$ cat config.mk
export PLATFORM = sky130hd
export DESIGN_NAME = netwalk_header_extractor
export DESIGN_NICKNAME = d
export VERILOG_FILES = /design/src/rtl/netwalk_dpl_pkg.sv /design/src/rtl/netwalk_hdr_slot_fifo.sv /design/src/rtl/netwalk_header_extractor.sv
export SDC_FILE = /design/constraint.sdc
export NUM_CORES = 2
export LEC_CHECK = 0
export ABC_AREA = 1
export BUFFER_PORTS_ARGS = -buffer_cell sky130_fd_sc_hd__buf_2
export CAP_MARGIN = 20
export CORE_MARGIN = 4
export CORE_UTILIZATION = 50
export DETAILED_ROUTE_END_ITERATION = 7
export PLACE_DENSITY = 0.69
export SYNTH_ARGS = -nofsm -noshare
export SYNTH_HDL_FRONTEND = slang
export SYNTH_SLANG_ARGS = --single-unit
export TNS_END_PERCENT = 30
$ cat constraint.sdc
create_clock -name dpl_clk -period 49 [get_ports dpl_clk]
set_input_delay 2.45 -clock dpl_clk [delete_from_list [all_inputs] [get_ports dpl_clk]]
set_output_delay 2.45 -clock dpl_clk [all_outputs]
set_load 0.005 [all_outputs]
$ cat src/rtl/netwalk_dpl_pkg.sv
// Shared definitions for the netwalk dataplane: header layout, field offsets
// and the ingress write-FSM state encoding.
package netwalk_dpl_pkg;

   localparam int DPL_DATA_W    = 64;
   localparam int DPL_HDR_BYTES = 64;
   localparam int DPL_META_W    = 64;
   localparam int DPL_LEN_W     = 32;
   localparam int DPL_CNT_W     = 16;
   localparam int DPL_HDR_W     = DPL_LEN_W + DPL_META_W + 8 * DPL_HDR_BYTES;

   localparam int LEN_MSB   = DPL_HDR_W - 1;
   localparam int LEN_LSB   = DPL_HDR_W - DPL_LEN_W;
   localparam int META_MSB  = LEN_LSB - 1;
   localparam int META_LSB  = 8 * DPL_HDR_BYTES;
   localparam int BYTES_MSB = META_LSB - 1;
   localparam int BYTES_LSB = 0;

   // Byte 0 of the packet sits in the top byte of the bytes field.
   typedef struct packed {
      logic [DPL_LEN_W-1:0]       len;
      logic [DPL_META_W-1:0]      meta;
      logic [8*DPL_HDR_BYTES-1:0] bytes;
   } dpl_hdr_t;

   typedef enum logic [0:0] {
      WR_IDLE    = 1'b0,
      WR_COLLECT = 1'b1
   } wr_state_e;

endpackage

$ cat src/rtl/netwalk_hdr_slot_fifo.sv
// Two-entry header FIFO with a registered output; an entry becomes visible on
// the output one cycle after it is pushed and is held until accepted.
module netwalk_hdr_slot_fifo
   import netwalk_dpl_pkg::*;
#(
   parameter int HDR_W = DPL_HDR_W
) (
   input  logic             clk,
   input  logic             rst,
   input  logic             push,
   input  logic [HDR_W-1:0] push_data,
   input  logic             accept,
   output logic             can_push,
   output logic             out_valid,
   output logic [HDR_W-1:0] out_data
);

   logic [HDR_W-1:0] mem [2];

   logic             wr_ptr_q, wr_ptr_d;
   logic             rd_ptr_q, rd_ptr_d;
   logic [1:0]       count_q, count_d;
   logic [1:0]       avail;
   logic             valid_q, valid_d;
   logic [HDR_W-1:0] data_q, data_d;
   logic             can_push_q, can_push_d;
   logic             pop;

   always_comb begin
      pop        = valid_q & accept;
      count_d    = count_q + {1'b0, push} - {1'b0, pop};
      wr_ptr_d   = wr_ptr_q ^ push;
      rd_ptr_d   = rd_ptr_q ^ pop;
      // Only entries completed before this edge may be presented next cycle.
      avail      = count_q - {1'b0, pop};
      valid_d    = (avail != 2'd0);
      data_d     = valid_d ? mem[rd_ptr_d] : data_q;
      can_push_d = (count_d != 2'd2);
   end

   always_ff @(posedge clk) begin
      if (push) begin
         mem[wr_ptr_q] <= push_data;
      end
   end

   always_ff @(posedge clk or posedge rst) begin
      if (rst) begin
         wr_ptr_q   <= 1'b0;
         rd_ptr_q   <= 1'b0;
         count_q    <= 2'd0;
         valid_q    <= 1'b0;
         data_q     <= '0;
         can_push_q <= 1'b0;
      end else begin
         wr_ptr_q   <= wr_ptr_d;
         rd_ptr_q   <= rd_ptr_d;
         count_q    <= count_d;
         valid_q    <= valid_d;
         data_q     <= data_d;
         can_push_q <= can_push_d;
      end
   end

   assign can_push  = can_push_q;
   assign out_valid = valid_q;
   assign out_data  = data_q;

endmodule

$ cat src/rtl/netwalk_header_extractor.sv
// Ingress stage: assembles length, metadata and the first packet bytes from a
// word stream into a header and hands it to the dataplane core.
module netwalk_header_extractor
   import netwalk_dpl_pkg::*;
#(
   parameter int DATA_W    = DPL_DATA_W,
   parameter int HDR_BYTES = DPL_HDR_BYTES,
   parameter int META_W    = DPL_META_W,
   parameter int LEN_W     = DPL_LEN_W,
   parameter int CNT_W     = DPL_CNT_W
) (
   input  logic                                  dpl_clk,
   input  logic                                  dpl_reset,
   input  logic [DATA_W-1:0]                     s_data,
   input  logic                                  s_valid,
   input  logic                                  s_sop,
   input  logic                                  s_eop,
   input  logic [3:0]                            s_keep,
   input  logic [META_W-1:0]                     s_meta,
   output logic                                  s_ready,
   output logic [LEN_W+META_W+8*HDR_BYTES-1:0]   dpl_pkt_header_out,
   output logic                                  dpl_pkt_header_ready,
   input  logic                                  dpl_pkt_header_accept,
   output logic [CNT_W-1:0]                      dpl_drop_count
);

   localparam int WORD_BYTES = DATA_W / 8;
   localparam int HDR_WORDS  = HDR_BYTES / WORD_BYTES;
   localparam int BYTES_W    = 8 * HDR_BYTES;
   localparam int HDR_W      = LEN_W + META_W + BYTES_W;
   localparam int IDX_W      = $clog2(HDR_WORDS + 1);

   wr_state_e          state_q, state_d;
   logic [BYTES_W-1:0] bytes_q, bytes_d;
   logic [META_W-1:0]  meta_q, meta_d;
   logic [LEN_W-1:0]   len_q, len_d;
   logic [IDX_W-1:0]   idx_q, idx_d;
   logic [CNT_W-1:0]   drop_q, drop_d;

   logic               beat;
   logic               push;
   logic               drop_inc;
   logic [3:0]         keep_eff;
   logic [3:0]         beat_len;
   logic [DATA_W-1:0]  keep_mask;
   logic [DATA_W-1:0]  beat_word;
   logic [LEN_W:0]     len_sum;
   logic [LEN_W-1:0]   len_add;

   assign beat     = s_valid & s_ready;
   assign keep_eff = (s_keep == 4'd0 || s_keep > 4'(WORD_BYTES)) ? 4'(WORD_BYTES) : s_keep;
   assign beat_len = s_eop ? keep_eff : 4'(WORD_BYTES);

   for (genvar gi = 0; gi < WORD_BYTES; gi++) begin : g_mask
      assign keep_mask[DATA_W-1-8*gi -: 8] = (4'(gi) < keep_eff) ? 8'hFF : 8'h00;
   end

   assign beat_word = s_eop ? (s_data & keep_mask) : s_data;
   assign len_sum   = {1'b0, len_q} + (LEN_W+1)'(beat_len);
   assign len_add   = len_sum[LEN_W] ? '1 : len_sum[LEN_W-1:0];

   always_comb begin
      state_d  = state_q;
      bytes_d  = bytes_q;
      meta_d   = meta_q;
      len_d    = len_q;
      idx_d    = idx_q;
      drop_inc = 1'b0;
      push     = 1'b0;
      if (beat) begin
         if (s_sop) begin
            // A sop always starts a fresh header, discarding any open packet.
            drop_inc = (state_q == WR_COLLECT);
            bytes_d  = '0;
            bytes_d[BYTES_W-1 -: DATA_W] = beat_word;
            meta_d   = s_meta;
            len_d    = LEN_W'(beat_len);
            idx_d    = IDX_W'(1);
            push     = s_eop;
            state_d  = s_eop ? WR_IDLE : WR_COLLECT;
         end else if (state_q == WR_COLLECT) begin
            for (int w = 1; w < HDR_WORDS; w++) begin
               if (idx_q == IDX_W'(w)) begin
                  bytes_d[BYTES_W-1-w*DATA_W -: DATA_W] = beat_word;
               end
            end
            len_d = len_add;
            if (idx_q != IDX_W'(HDR_WORDS)) begin
               idx_d = idx_q + 1'b1;
            end
            push    = s_eop;
            state_d = s_eop ? WR_IDLE : WR_COLLECT;
         end else begin
            drop_inc = s_eop;
         end
      end
      drop_d = (drop_inc && drop_q != '1) ? drop_q + 1'b1 : drop_q;
   end

   always_ff @(posedge dpl_clk or posedge dpl_reset) begin
      if (dpl_reset) begin
         state_q <= WR_IDLE;
         bytes_q <= '0;
         meta_q  <= '0;
         len_q   <= '0;
         idx_q   <= '0;
         drop_q  <= '0;
      end else begin
         state_q <= state_d;
         bytes_q <= bytes_d;
         meta_q  <= meta_d;
         len_q   <= len_d;
         idx_q   <= idx_d;
         drop_q  <= drop_d;
      end
   end

   netwalk_hdr_slot_fifo #(
      .HDR_W (HDR_W)
   ) u_slot_fifo (
      .clk       (dpl_clk),
      .rst       (dpl_reset),
      .push      (push),
      .push_data ({len_d, meta_d, bytes_d}),
      .accept    (dpl_pkt_header_accept),
      .can_push  (s_ready),
      .out_valid (dpl_pkt_header_ready),
      .out_data  (dpl_pkt_header_out)
   );

   assign dpl_drop_count = drop_q;

endmodule

==> summary.txt <==
Status
  – Status: complete, no violations

Critical path
  – CP Cell Sequence: buf_2, nand2_1, inv_2, ha_1, xnor2_1, nand2_4, buf_4, buf_16, buf_4, buf_4, buf_4, buf_4, nor2_1, a31oi_1
  – Worst Path Max Fanout: 97
  – Critical path capture point type: flip-flop
  – Crit path DAT: slightly above 8 ns
  – CP most frequent cell: buf_4
  – CP max stage cell: buf_4
  – Reg2Reg Depth: 13
  – Buffers and inverters on the worst path: 8
  – WP depth: 14
  – CP delay by family, top: buffers and inverters
  – Crit-path max cell delay: between 0.8 and 0.9 ns
  – Worst path required time: about 50 ns
  – Worst setup SP type: input pin
  – Critical path class: in -> reg

Synth
  – Synthesized-area fraction occupied by adder cells: 0.203%
  – Largest family of logic cells by synthesized area: simple AND/OR/NAND/NOR gates
  – Number of synthesized flops with an enable pin: about 1.2k
  – Xor and xnor area share after synthesis: 0.205%
  – Cells after synthesis: ~7.4k
  – Share of flip-flops with an asynchronous set or reset: about 51%
  – Mapped cell area: 89800 µm²
  – Most used flip-flop cell after synthesis: dfrtp_1
  – Count leader, synth: nand2_1
  – Share of the synthesized area in the top cell type: between 40% and 50%
  – Post-Syn Area per Cell: 12.1 µm²
  – Mux cell area share after synthesis: 0%
  – Sequential fraction of the synthesis area: 75.3%
  – Synth unique cells: 41
  – Syn Nets: 7548
  – Count of warnings emitted by yosys: 0
  – FF+latch count, synth: about 2.5k
  – Most frequent cells after synthesis: nand2_1, dfrtp_1, edfxtp_1
  – Synth Area in Compound Gates: 8.74%
  – Synth top area cells: edfxtp_1, dfrtp_1, nand2_1
  – Simple-gate share of the synthesized area: roughly 12%
  – Post-synth top area cell: edfxtp_1

Detailed routing
  – Drt first pass iters: 6
  – Post-route ant nets: 0
  – Via density: ~5.6
  – Vias post-DR: 59.8k
  – Initial drt markers: between 6k and 7k
  – DR WL/cell: 23.9 µm
  – Routed WL: about 250000 µm
  – Drc violations: 0

Timing
  – Worst Clk Skew: 0.0406 ns
  – Fmax: 135 MHz
  – Slew Limit Fails: 0
  – Tmin final: 7.41 ns
  – Least-Margin Pin Slew: 1.19 ns
  – Hold Violations, Final: 0
  – Slew headroom: between 20 and 25%
  – RSZ-0062 raised after global routing: no
  – Setup TNS: 0 ns
  – Final Setup Violations: 0
  – Final period util: 15.1%

CTS
  – CTS Root Cell: clkbuf_16
  – Worst-path clk slew: 0.06 ns
  – Sink Count: 2459
  – Post-CTS Setup Inserts: 0
  – Cts bufs inserted: about 230
  – Worst-Skew Late Latency: 0.90 ns
  – Hold-fix buffers, CTS: 0
  – Post-CTS Resized: 0
  – CTS Buffer Depth: 3
  – CTS tree: built
  – CTS H-Tree Depth: 4

Die
  – Initial core utilization: between 50% and 60%
  – Core Rows: 155
  – DIE AREA: 186000 µm²
  – # IOs: ~760
  – Die Span Y: 432 µm
  – Core box area: roughly 180000 µm²
  – Die W: approximately 430 µm

Finish
  – Final nets: a little over 8k
  – P&R area growth vs syn: 15.4%
  – Post-layout util: 58.1%
  – Proportion of layout cells with a drive suffix above 1: 15.4%

Power and ir drop
  – Total power: 6.75 mW
  – Leak: roughly 43 nW
  – Cell Pwr Density: 65.2 nW/µm²
  – Max VDD drop: 0.0429 mV

Global route
  – First-pass GRT wire length: 375000 µm
  – Vias in the first global route: between 50k and 60k
  – Remaining Overflow, GRT: 0
  – GRT Overall Usage: about 27%
  – Largest net degree at the start of global routing: 159
  – Antenna violations before repair: 20

Placed design
  – DP HPWL: 157000 µm
  – Routability-driven placement congestion ratio: 0.884
  – Buffers on Ports: 763

Min path
  – HP Class: reg -> reg
  – Hold path cells: 2

Flow run
  – Max-Cap Viols: 0
## where the power goes
part           internal [mW]  leakage, nW  total, mW  switching [mW]
registers               2.73         27.0       3.05           0.318
logic                  0.601         12.4       1.85            1.25
clock network           1.06         3.87       1.85           0.789
## metal layers
layer  routed length [µm]  vias to the layer above  global-route usage (%)  part of all wire [%]
met2               121000                     2379                    42.1                    48
li1                     -                    26800                       -                     -
met5                   12                        -                       0                0.0047
met3                17300                      547                    4.74                   6.8
met1               100000                    30100                    36.0                    40
met4                15600                        2                    14.5                   6.1
## layout by cell type (no fill, tap or decap), drive strengths merged, types with 2 or more instances in the layout
cell type | Yosys | final
nor3b | 2 | 2
a31oi | 609 | 609
dfrtp | 1243 | 1243
nand4 | 18 | 18
bufinv | 0 | 22
xnor2 | 13 | 13
nor2 | 696 | 696
o22ai | 128 | 128
buf | 211 | 854
o21ai | 428 | 428
clkbuf | 231 | 339
ha | 13 | 13
a22oi | 2 | 2
nor3 | 18 | 18
clkinvlp | 0 | 9
edfxtp | 1216 | 1216
diode | 0 | 8
nand3 | 156 | 156
nand2 | 1965 | 1965
a21oi | 207 | 207
clkinv | 1 | 65
inv | 217 | 224
xor2 | 8 | 8
nand3b | 6 | 6
or2 | 3 | 3
## worst min-delay path: stages (launching register included)
cell     delay (ns)
dfrtp_1        0.32
nand2_1        0.05
nand2_1        0.08
## cells by family after synthesis
family / count (synthesis)
buffers and inverters: 660
XOR/XNOR: 21
AO/OA/AOI/OAI: 1376
flip-flops: 2459
AND/OR/NAND/NOR: 2866
adder cells (fa/ha/maj): 14
## final cells by class
class / count / area (µm²)
Timing Repair Buffer: 854 / 4740
Fill cell: 14100 / 74800
Multi-Input combinational cell: 4277 / 19500
Inverter: 218 / 843
Sequential cell: 2459 / 67600
Clock buffer: 339 / 6630
Tap cell: 2355 / 2950
Antenna cell: 8 / 20.0
Clock inverter: 102 / 1330
## flip-flops by register name (all words and copies together) (netlist names), 2 cells and up
name / cells
dpl_drop_count: 16
u_slot_fifo.count_q: 2
u_slot_fifo.out_data: 608
u_slot_fifo.mem: 1216
bytes_q: 512
len_q: 32
meta_q: 64
idx_q: 4
## final timing paths
kind / from / endpoint / slack, ns
hold reg to reg: meta_q[36]$_DFF_PP0_ / meta_q[36]$_DFF_PP0_ / 0.48
setup / recovery: dpl_pkt_header_accept / u_slot_fifo.out_data[465]$_DFFE_PP0P_ / 41.59
setup reg to reg: u_slot_fifo.out_valid$_DFF_PP0_ / u_slot_fifo.out_data[465]$_DFFE_PP0P_ / 42.86
max in group asynchronous: dpl_reset / bytes_q[158]$_DFF_PP0_ / 43.73
min in group asynchronous: dpl_reset / u_slot_fifo.out_data[535]$_DFFE_PP0P_ / 1.64
hold / removal: meta_q[36]$_DFF_PP0_ / meta_q[36]$_DFF_PP0_ / 0.48
## metrics by stage
stage / setup slack [ns] / hold WS [ns] / instances / instance area (µm²)
after floorplan: 11.52 / 0.449 / 7396 / 89800
after detailed placement: 40.53 / 0.473 / 10200 / 95400
after global routing: 41.13 / 0.522 / 10600 / 104000
final: 41.59 / 0.484 / 10600 / 104000
after CTS: 41.48 / 0.488 / 10600 / 103000
after global placement: 40.62 / 0.462 / 10200 / 95400
Note: power is estimated with default switching activity, not from simulation.
